===== src/rtl/iserdes_period_meter.sv =====
// iserdes_period_meter
//
// Purpose: locates the first qualifying edge in each deserialised sample word
// to 1/IN_WIDTH-cycle resolution and measures the distance between
// consecutive accepted edges as a period in sub-cycle units.
// Stage 1 finds and registers the edge. Stage 2 is an IDLE/RUN machine that
// accumulates the elapsed units and emits periods or a timeout.
//
// Ports:
//   CLK           parallel-word clock, rising edge
//   RESETN        asynchronous active-low reset
//   IN            sample word, bit 0 is the earliest sample
//   CHANGED_FLAG  qualifying edge found in the previous word
//   CHANGED_BIT   position of the first qualifying edge in that word (0 if none)
//   PERIOD_VALID  one-cycle strobe, PERIOD_OUT carries a new period
//   PERIOD_OUT    distance between the last two accepted edges, held between strobes
//   TIMEOUT       level, no accepted edge within 2^PERIOD_BITS units
//   dbg_state     current stage-2 state (0 = IDLE, 1 = RUN)
//
// Handshake: PERIOD_VALID is a valid-only strobe with no ready. The
// consumer must take PERIOD_OUT in the same cycle that PERIOD_VALID is high.
//
// Optional feature: define ISERDES_PERIOD_GLITCH_REJECT_EN to reject edges
// closer than MIN_PERIOD units to the previous accepted edge while in RUN.
module iserdes_period_meter #(
    parameter int IN_WIDTH    = 8,
    parameter int PERIOD_BITS = 16,
    parameter int EDGE_MODE   = 0,
    parameter int MIN_PERIOD  = 16
) (
    input  logic                         CLK,
    input  logic                         RESETN,
    input  logic [IN_WIDTH-1:0]          IN,
    output logic                         CHANGED_FLAG,
    output logic [$clog2(IN_WIDTH)-1:0]  CHANGED_BIT,
    output logic                         PERIOD_VALID,
    output logic [PERIOD_BITS-1:0]       PERIOD_OUT,
    output logic                         TIMEOUT,
    output logic                         dbg_state
);

    localparam int KW    = $clog2(IN_WIDTH);
    localparam int ACC_W = PERIOD_BITS + 1;
    localparam logic [ACC_W-1:0] MIN_UNITS = ACC_W'(MIN_PERIOD);
`ifdef ISERDES_PERIOD_GLITCH_REJECT_EN
    localparam bit GLITCH_EN = 1'b1;
`else
    localparam bit GLITCH_EN = 1'b0;
`endif

    typedef enum logic {
        S_IDLE = 1'b0,
        S_RUN  = 1'b1
    } state_t;

    // ---------------- stage 1: edge location ----------------
    logic [IN_WIDTH-1:0] pred;
    logic [IN_WIDTH-1:0] qual;
    logic [KW-1:0]       edge_k;
    logic                last_q, last_d;
    logic                changed_flag_q, changed_flag_d;
    logic [KW-1:0]       changed_bit_q, changed_bit_d;

    always_comb begin
        // Each sample's predecessor; bit 0 looks back at the previous word's MSB.
        pred = {IN[IN_WIDTH-2:0], last_q};
        case (EDGE_MODE)
            0:       qual = IN & ~pred;
            1:       qual = ~IN & pred;
            default: qual = IN ^ pred;
        endcase
        // Scan downward so the lowest qualifying position is the last write.
        edge_k = '0;
        for (int i = IN_WIDTH - 1; i >= 0; i--) begin
            if (qual[i]) edge_k = KW'(i);
        end
        changed_flag_d = |qual;
        changed_bit_d  = edge_k;
        last_d         = IN[IN_WIDTH-1];
    end

    always_ff @(posedge CLK or negedge RESETN) begin
        if (!RESETN) begin
            last_q         <= 1'b0;
            changed_flag_q <= 1'b0;
            changed_bit_q  <= '0;
        end else begin
            last_q         <= last_d;
            changed_flag_q <= changed_flag_d;
            changed_bit_q  <= changed_bit_d;
        end
    end

    // ---------------- stage 2: period measurement ----------------
    state_t                 state_q, state_d;
    logic [ACC_W-1:0]       acc_q, acc_d;
    logic [PERIOD_BITS-1:0] period_q, period_d;
    logic                   period_valid_q, period_valid_d;
    logic                   timeout_q, timeout_d;
    logic [ACC_W-1:0]       sum_edge, sum_word, edge_start;
    logic                   sat_edge, sat_word, glitch, edge_ok;

    // acc counts units from the last accepted edge to the end of the last word,
    // so acc + k is the edge-to-edge distance. The extra top bit flags >= 2^PERIOD_BITS.
    always_comb begin
        sum_edge   = acc_q + ACC_W'(changed_bit_q);
        sum_word   = acc_q + ACC_W'(IN_WIDTH);
        edge_start = ACC_W'(IN_WIDTH) - ACC_W'(changed_bit_q);
        sat_edge   = sum_edge[PERIOD_BITS];
        sat_word   = sum_word[PERIOD_BITS];
        glitch     = GLITCH_EN && (sum_edge < MIN_UNITS);
        edge_ok    = changed_flag_q && !glitch;
    end

    always_ff @(posedge CLK or negedge RESETN) begin
        if (!RESETN) state_q <= S_IDLE;
        else         state_q <= state_d;
    end

    always_comb begin
        state_d = state_q;
        case (state_q)
            S_IDLE: if (changed_flag_q) state_d = S_RUN;
            S_RUN: begin
                if (edge_ok) begin
                    if (sat_edge) state_d = S_IDLE;
                end else if (sat_word) begin
                    state_d = S_IDLE;
                end
            end
            default: state_d = S_IDLE;
        endcase
    end

    always_comb begin
        acc_d          = acc_q;
        period_d       = period_q;
        period_valid_d = 1'b0;
        timeout_d      = timeout_q;
        case (state_q)
            S_IDLE: begin
                // The arming edge clears a pending timeout but emits nothing.
                if (changed_flag_q) begin
                    acc_d     = edge_start;
                    timeout_d = 1'b0;
                end
            end
            S_RUN: begin
                if (edge_ok) begin
                    if (!sat_edge) begin
                        period_valid_d = 1'b1;
                        period_d       = sum_edge[PERIOD_BITS-1:0];
                        acc_d          = edge_start;
                    end else begin
                        timeout_d = 1'b1;
                    end
                end else if (sat_word) begin
                    timeout_d = 1'b1;
                end else begin
                    acc_d = sum_word;
                end
            end
            default: ;
        endcase
    end

    always_ff @(posedge CLK or negedge RESETN) begin
        if (!RESETN) begin
            acc_q          <= '0;
            period_q       <= '0;
            period_valid_q <= 1'b0;
            timeout_q      <= 1'b0;
        end else begin
            acc_q          <= acc_d;
            period_q       <= period_d;
            period_valid_q <= period_valid_d;
            timeout_q      <= timeout_d;
        end
    end

    assign CHANGED_FLAG = changed_flag_q;
    assign CHANGED_BIT  = changed_bit_q;
    assign PERIOD_VALID = period_valid_q;
    assign PERIOD_OUT   = period_q;
    assign TIMEOUT      = timeout_q;
    assign dbg_state    = (state_q == S_RUN);

endmodule


===== config.mk =====
export PLATFORM = sky130hd
export DESIGN_NAME = iserdes_period_meter
export DESIGN_NICKNAME = d
export VERILOG_FILES = /design/src/rtl/iserdes_period_meter.sv
export SDC_FILE = /design/constraint.sdc
export NUM_CORES = 1
export LEC_CHECK = 0
export ABC_CLOCK_PERIOD_IN_PS = 2400
export CORE_MARGIN = 1
export CORE_UTILIZATION = 45
export CTS_BUF_LIST = sky130_fd_sc_hd__clkbuf_4 sky130_fd_sc_hd__clkbuf_8
export CTS_CLUSTER_DIAMETER = 200
export DETAILED_ROUTE_END_ITERATION = 7
export GPL_TIMING_DRIVEN = 0
export HOLD_SLACK_MARGIN = 0.06
export PLACE_DENSITY = 0.68
export SLEW_MARGIN = 30
export SYNTH_ARGS = -nofsm -noshare
export SYNTH_HDL_FRONTEND = slang
export SYNTH_SLANG_ARGS = --single-unit

===== constraint.sdc =====
create_clock -name CLK -period 2.4 [get_ports CLK]
set_input_delay 0.24 -clock CLK [delete_from_list [all_inputs] [get_ports CLK]]
set_output_delay 0.24 -clock CLK [all_outputs]
set_load 0.02 [all_outputs]

# Word level (Yosys, flattened, before mapping)
# Index checks and enable logic that the tools add are counted.
classes:
  add_sub_neg: 3
  eq_ne: 5
  mux: 25
  n_bitwise: 4
  n_reduce_logical: 4
op_table:
  columns: ["cell", "n"]
  rows:
  - ["$mux 17", 4]
  - ["$pmux 17 s2", 1]
  - ["$mux 3", 8]
  - ["$add 17x3->17", 1]
  - ["$add 17x4->17 const B", 1]
  - ["$mux 1", 10]
  - ["$reduce_and 3->1", 3]
  - ["$and 8x8->8", 1]
  - ["$not 8->8", 1]
  - ["$reduce_or 8->1", 1]
  - ["$ne 3x2->1 const B", 2]
  - ["$ne 3x3->1 const B", 2]
  - ["$sub 4x3->5 const A", 1]
  - ["$pmux 1 s2", 2]
  - ["$ne 2x2->1 const B", 1]
  - ["$not 1->1", 2]
word_totals:
  reg_bits: 41
  input_bits: 10
  output_inout_bits: 23
  elab_cells: 49

# Logic depth before layout (Yosys ltp)
depth:
  word_depth: 10
  ltp_mapped: 10
  mapped_depth_nobuf: 8

# Least setup slack after synthesis
# OpenSTA, ideal clock, no wires.
synth_timing:
  kind: "reg-to-reg"
  from: "reg changed_bit_q[0] (netlist: CHANGED_BIT[0])"
  to: "reg period_q[0] (netlist: PERIOD_OUT[0])"
  setup_ps: 125
  arrival_time_ps: 2181
  required_time_ps: 2275
  slack_ps: 94
  path_stages_with_launch: 10
  n_path_buf: 2
  synth_period_minus_slack_ps: 2306
  path_cell_list: "dfrtp_1 -> ha_1 -> inv_1 -> fa_1 -> nor2b_1 -> or2_2 -> buf_2 -> a211oi_1 -> buf_6 -> mux2_4"
synth_between:
  elab_chain_cells: 3
synth_rtl:
  columns: ["item", "line", "text"]
  rows:
  - ["start: declaration", "62", "logic [KW-1:0] changed_bit_q, changed_bit_d;"]
  - ["start signal: assignment", "90", "changed_bit_q <= changed_bit_d;"]
  - ["$add 17x3->17 (*)", "106", "sum_edge = acc_q + ACC_W'(changed_bit_q);"]
  - ["$not 1->1 (no line)", null, null]
  - ["$reduce_and 3->1 (no line)", null, null]
  - ["end signal: assignment", "175", "period_q <= period_d;"]
  - ["end: declaration", "97", "logic [PERIOD_BITS-1:0] period_q, period_d;"]
# Mark *: on every way between the ends. The rest lies on a longest branch, timed or not.
# A chain may end at the register's enable or synchronous reset.

# Worst setup path after layout
layout_timing:
  from: "reg changed_bit_q[0] (netlist: CHANGED_BIT[0])"
  to: "reg acc_q[14]"
layout_between:
  elab_chain_cells: 4
  elab_cells_between_ends: 8
  cone_classes: "add/sub: 2; eq/ne: 1; mux: 4; reduce/logical: 1"
layout_rtl:
  columns: ["item", "line", "text"]
  rows:
  - ["branches (longest 4 deep; another with $add 17x3->17)", null, null]
  - ["end signal: assignment", "169", "acc_q <= '0;"]
  - ["end signal: assignment", "174", "acc_q <= acc_d;"]
  - ["end: declaration", "96", "logic [ACC_W-1:0] acc_q, acc_d;"]
# Several ways; the timed one is not identified. The select of a mux whose other input is x is not followed.

==> flow_summary.toml <==
[outcome]
outcome = "complete, but fails checks"
violations = "DRC"

[worst_setup_path]
worstPathCellList = "ha_1, inv_1, fa_1, nor2b_1, o21ai_0, a2bb2oi_2, buf_2, o21ai_0, o41ai_1"
required_ns = 2.58
crit_path_start_kind = "flop"
critPathCaptureType = "flop"
crit_top_cell = "o21ai_0"
worstPathMaxFanout = 10
critPathKind = "flop to flop"
slowest_delay_ns = 0.41
r2r_slack_ns = 0.23
cp-startpoint = "CHANGED_BIT[0]"
timing.rr.start = "CHANGED_BIT[0]"
crit_arrival_ns = 2.36
slowest_stage = "dfrtp_1"

[synthesis]
synth_area_leader_cell = "dfrtp_1"
syn_inst = 240
synthArstFlopShare_pct = 100
synthTopCellsByArea = "dfrtp_1, nor2_1, a21oi_1"
synth_fp_nets = 256
ys_ff_latch = 40
synth-edff-count = 0
ys_seq_area_share_pct = 45.6
synth.top_cell.area_share_pct = 45.6
syn_avg_cell_area_um2 = 9.14
synthDistinctLibCells = 40
netlist_area_um2 = 2190
synth_ff_type = "dfrtp_1"
yosys_warnings = 0

[layout]
multi_input_area_um2 = 1080
antenna_cells = 0
fillCellCount = 420
area_growth_pct = 25.0
register_area_um2 = 1000
layout.nets = 296
drive_above_1_share_pct = 11.0

[cts]
numClockSinks = 40
clk_pin_slew_ns = 0.08
numCtsBuffers = 5
cts_root_buffer = "clkbuf_8"
cts_setup_buffers = 0
clk_path_buf_depth = 2
cts_tree = "done"
cts-htree-levels = 2
clock_latency_ns = 0.30

[floorplan]
dieArea_um2 = 5160
die_h_um = 71.8
io_pins = 33
rows = 25
fp.dieW_um = 71.8
core_area_um2 = 4690
start_util_pct = 46.7

[run]
maxCapViolCount = 0

[global_routing]
track_usage_pct = 19.7
grt_max_degree = 22
grt_first_pass_wirelength_um = 7800
grt_pass1_vias = 1671
grt-ovfl-total = 0
antenna_found_initial = 0

[sta]
period_minus_slack_ns = 2.17
tightest_slew_ns = 0.507
finalSetupViolCount = 0
rsz0062_at_grt = "no"
period_share_pct = 90.6
maxSlewViolCount = 0
tns_ns = 0
fmax_mhz = 460
hold_slack_ns = 0.431
slew-limit-headroom_pct = 65.9
hold_viol = 0
finClkSkew_ns = 0.00370

[route]
post_drt_wl_per_cell_um = 13.5
antenna_left = 0
vias = 1827
drc = 4
routed_wl_um = 4520
viasPerCell = 5.45
firstDrtPassIters = 7
drtIter0Drc = 120

[placement]
gp_congestion = 0.896
portBuffers = 32
dp_hpwl_um = 3280

[pwr]
irDropWorstVdd_mv = 0.202
p_leak_nw = 1.28
p_per_area_nw_per_um2 = 614

[min_path]
hold_start = "IN[7]"
hp-class = "primary input to flop"
-- synth_stat cells (all sizes together), types with 2 or more instances --
library cell	number
nand3	11
clkbuf	4
dfrtp	40
xnor2	6
a31oi	2
mux2	7
o21ai	20
inv	13
nand4	8
nor2b	2
o41ai	2
o31ai	3
ha	5
nand2b	2
buf	8
and3	2
xor2	9
a21oi	21
nor2	33
nand2	24
nor3	3
-- what timing repair did --
| action | CTS | global route |
|---|---|---|
| resized for setup | 1 | 1 |
| hold buffers | 1 | 0 |
| hold endpoints to repair | 19 | 0 |
| setup endpoints to repair | 3 | 9 |
-- critical path: cells and delay by family, from the launching register on --
| family | cells | cell delay (ns) |
|---|---|---|
| buf+inv | 2 | 0.30 |
| flops | 1 | 0.41 |
| fa+ha+maj | 2 | 0.58 |
| compound gates | 4 | 0.60 |
| simple gates | 1 | 0.17 |
-- cells in the final DEF, fill, tap and decap left out, types with 2 or more instances in the layout --
master / count
clkbuf_1: 3
nand2b_1: 2
and3_1: 2
nor3_1: 3
dfrtp_1: 40
mux2_4: 3
buf_6: 2
clkdlybuf4s50_1: 31
clkbuf_8: 7
nor2_1: 33
o41ai_1: 2
nand2_1: 24
a21oi_1: 21
xor2_1: 9
ha_1: 5
a31oi_1: 2
nand4_1: 8
xnor2_1: 6
mux2_2: 4
nor2b_1: 2
buf_2: 6
o31ai_1: 3
nand3_1: 10
inv_1: 13
o21ai_0: 20
-- area by class of cell --
type / instances / share of cell area (%)
Buffer: 11 / 2.33
Clock buffer: 7 / 3.51
Clock inverter: 1 / 1.09
Inverter: 13 / 1.78
Multi-Input combinational cell: 175 / 39.5
Sequential cell: 40 / 36.5
Tap cell: 54 / 2.46
Timing Repair Buffer: 34 / 12.9
-- state kept, by name (all words and copies together), names as in the netlist --
register / cells
last_q: 1
PERIOD_OUT: 16
dbg_state: 1
TIMEOUT: 1
CHANGED_FLAG: 1
PERIOD_VALID: 1
CHANGED_BIT: 3
acc_q: 16
-- power by group --
| part | internal [W] | total [W] | leakage, nW | switching [W] |
|---|---|---|---|---|
| combinational | 0.000162 | 0.000322 | 0.692 | 0.000159 |
| sequential | 0.000719 | 0.000754 | 0.518 | 0.0000347 |
| clock | 0.000367 | 0.000608 | 0.0645 | 0.000241 |
| total | 0.00125 | 0.00168 | 1.28 | 0.000435 |
-- worst paths after layout --
| check | endpoint | cells past startpoint |
|---|---|---|
| worst max-delay path | acc_q[14] | 9 |
| worst min-delay path | last_q | 1 |
| worst max register to register | acc_q[14] | 9 |
| worst min register to register | acc_q[0] | 1 |
| max in group asynchronous | PERIOD_OUT[13] | 3 |
| min in group asynchronous | PERIOD_OUT[0] | 2 |
-- metal layers --
layer  track usage, %  vias to the layer above  wire length [µm]
li1                 -                      915                 -
met3             4.64                        6               164
met5                0                        -                 0
met1             28.7                      868              2300
met4             7.63                        0                75
met2             28.4                       38              1980
-- per-stage QoR --
| step | setup WS [ns] | utilization [%] | instance area [µm²] | power, W | std cells |
|---|---|---|---|---|---|
| 2_1_floorplan | 0.0939 | - | 2190 | 0.000947 | 240 |
| 3_3_place_gp | -0.0467 | 55.0 | 2580 | 0.00108 | 326 |
| 3_5_place_dp | -0.0156 | 55.5 | 2600 | 0.00109 | 327 |
| 4_1_cts | 0.0737 | 58.5 | 2750 | 0.00170 | 336 |
| 5_1_grt | 0.0320 | 58.5 | 2740 | 0.00176 | 335 |
| 6_report | 0.227 | 58.5 | 2740 | 0.00168 | 335 |
-- kinds of logic (layout without fill, tap and decap cells) --
logic type | Yosys count | count (layout) | share of synthesized area [%]
buf+inv | 25 | 66 | 5.36
mux | 8 | 8 | 4.56
compound gates | 56 | 56 | 15.3
fa+ha+maj | 6 | 6 | 3.77
simple gates | 90 | 90 | 19.4
flops | 40 | 40 | 45.6
xor+xnor | 15 | 15 | 5.99
No activity file was read; power rests on OpenSTA's default activity.
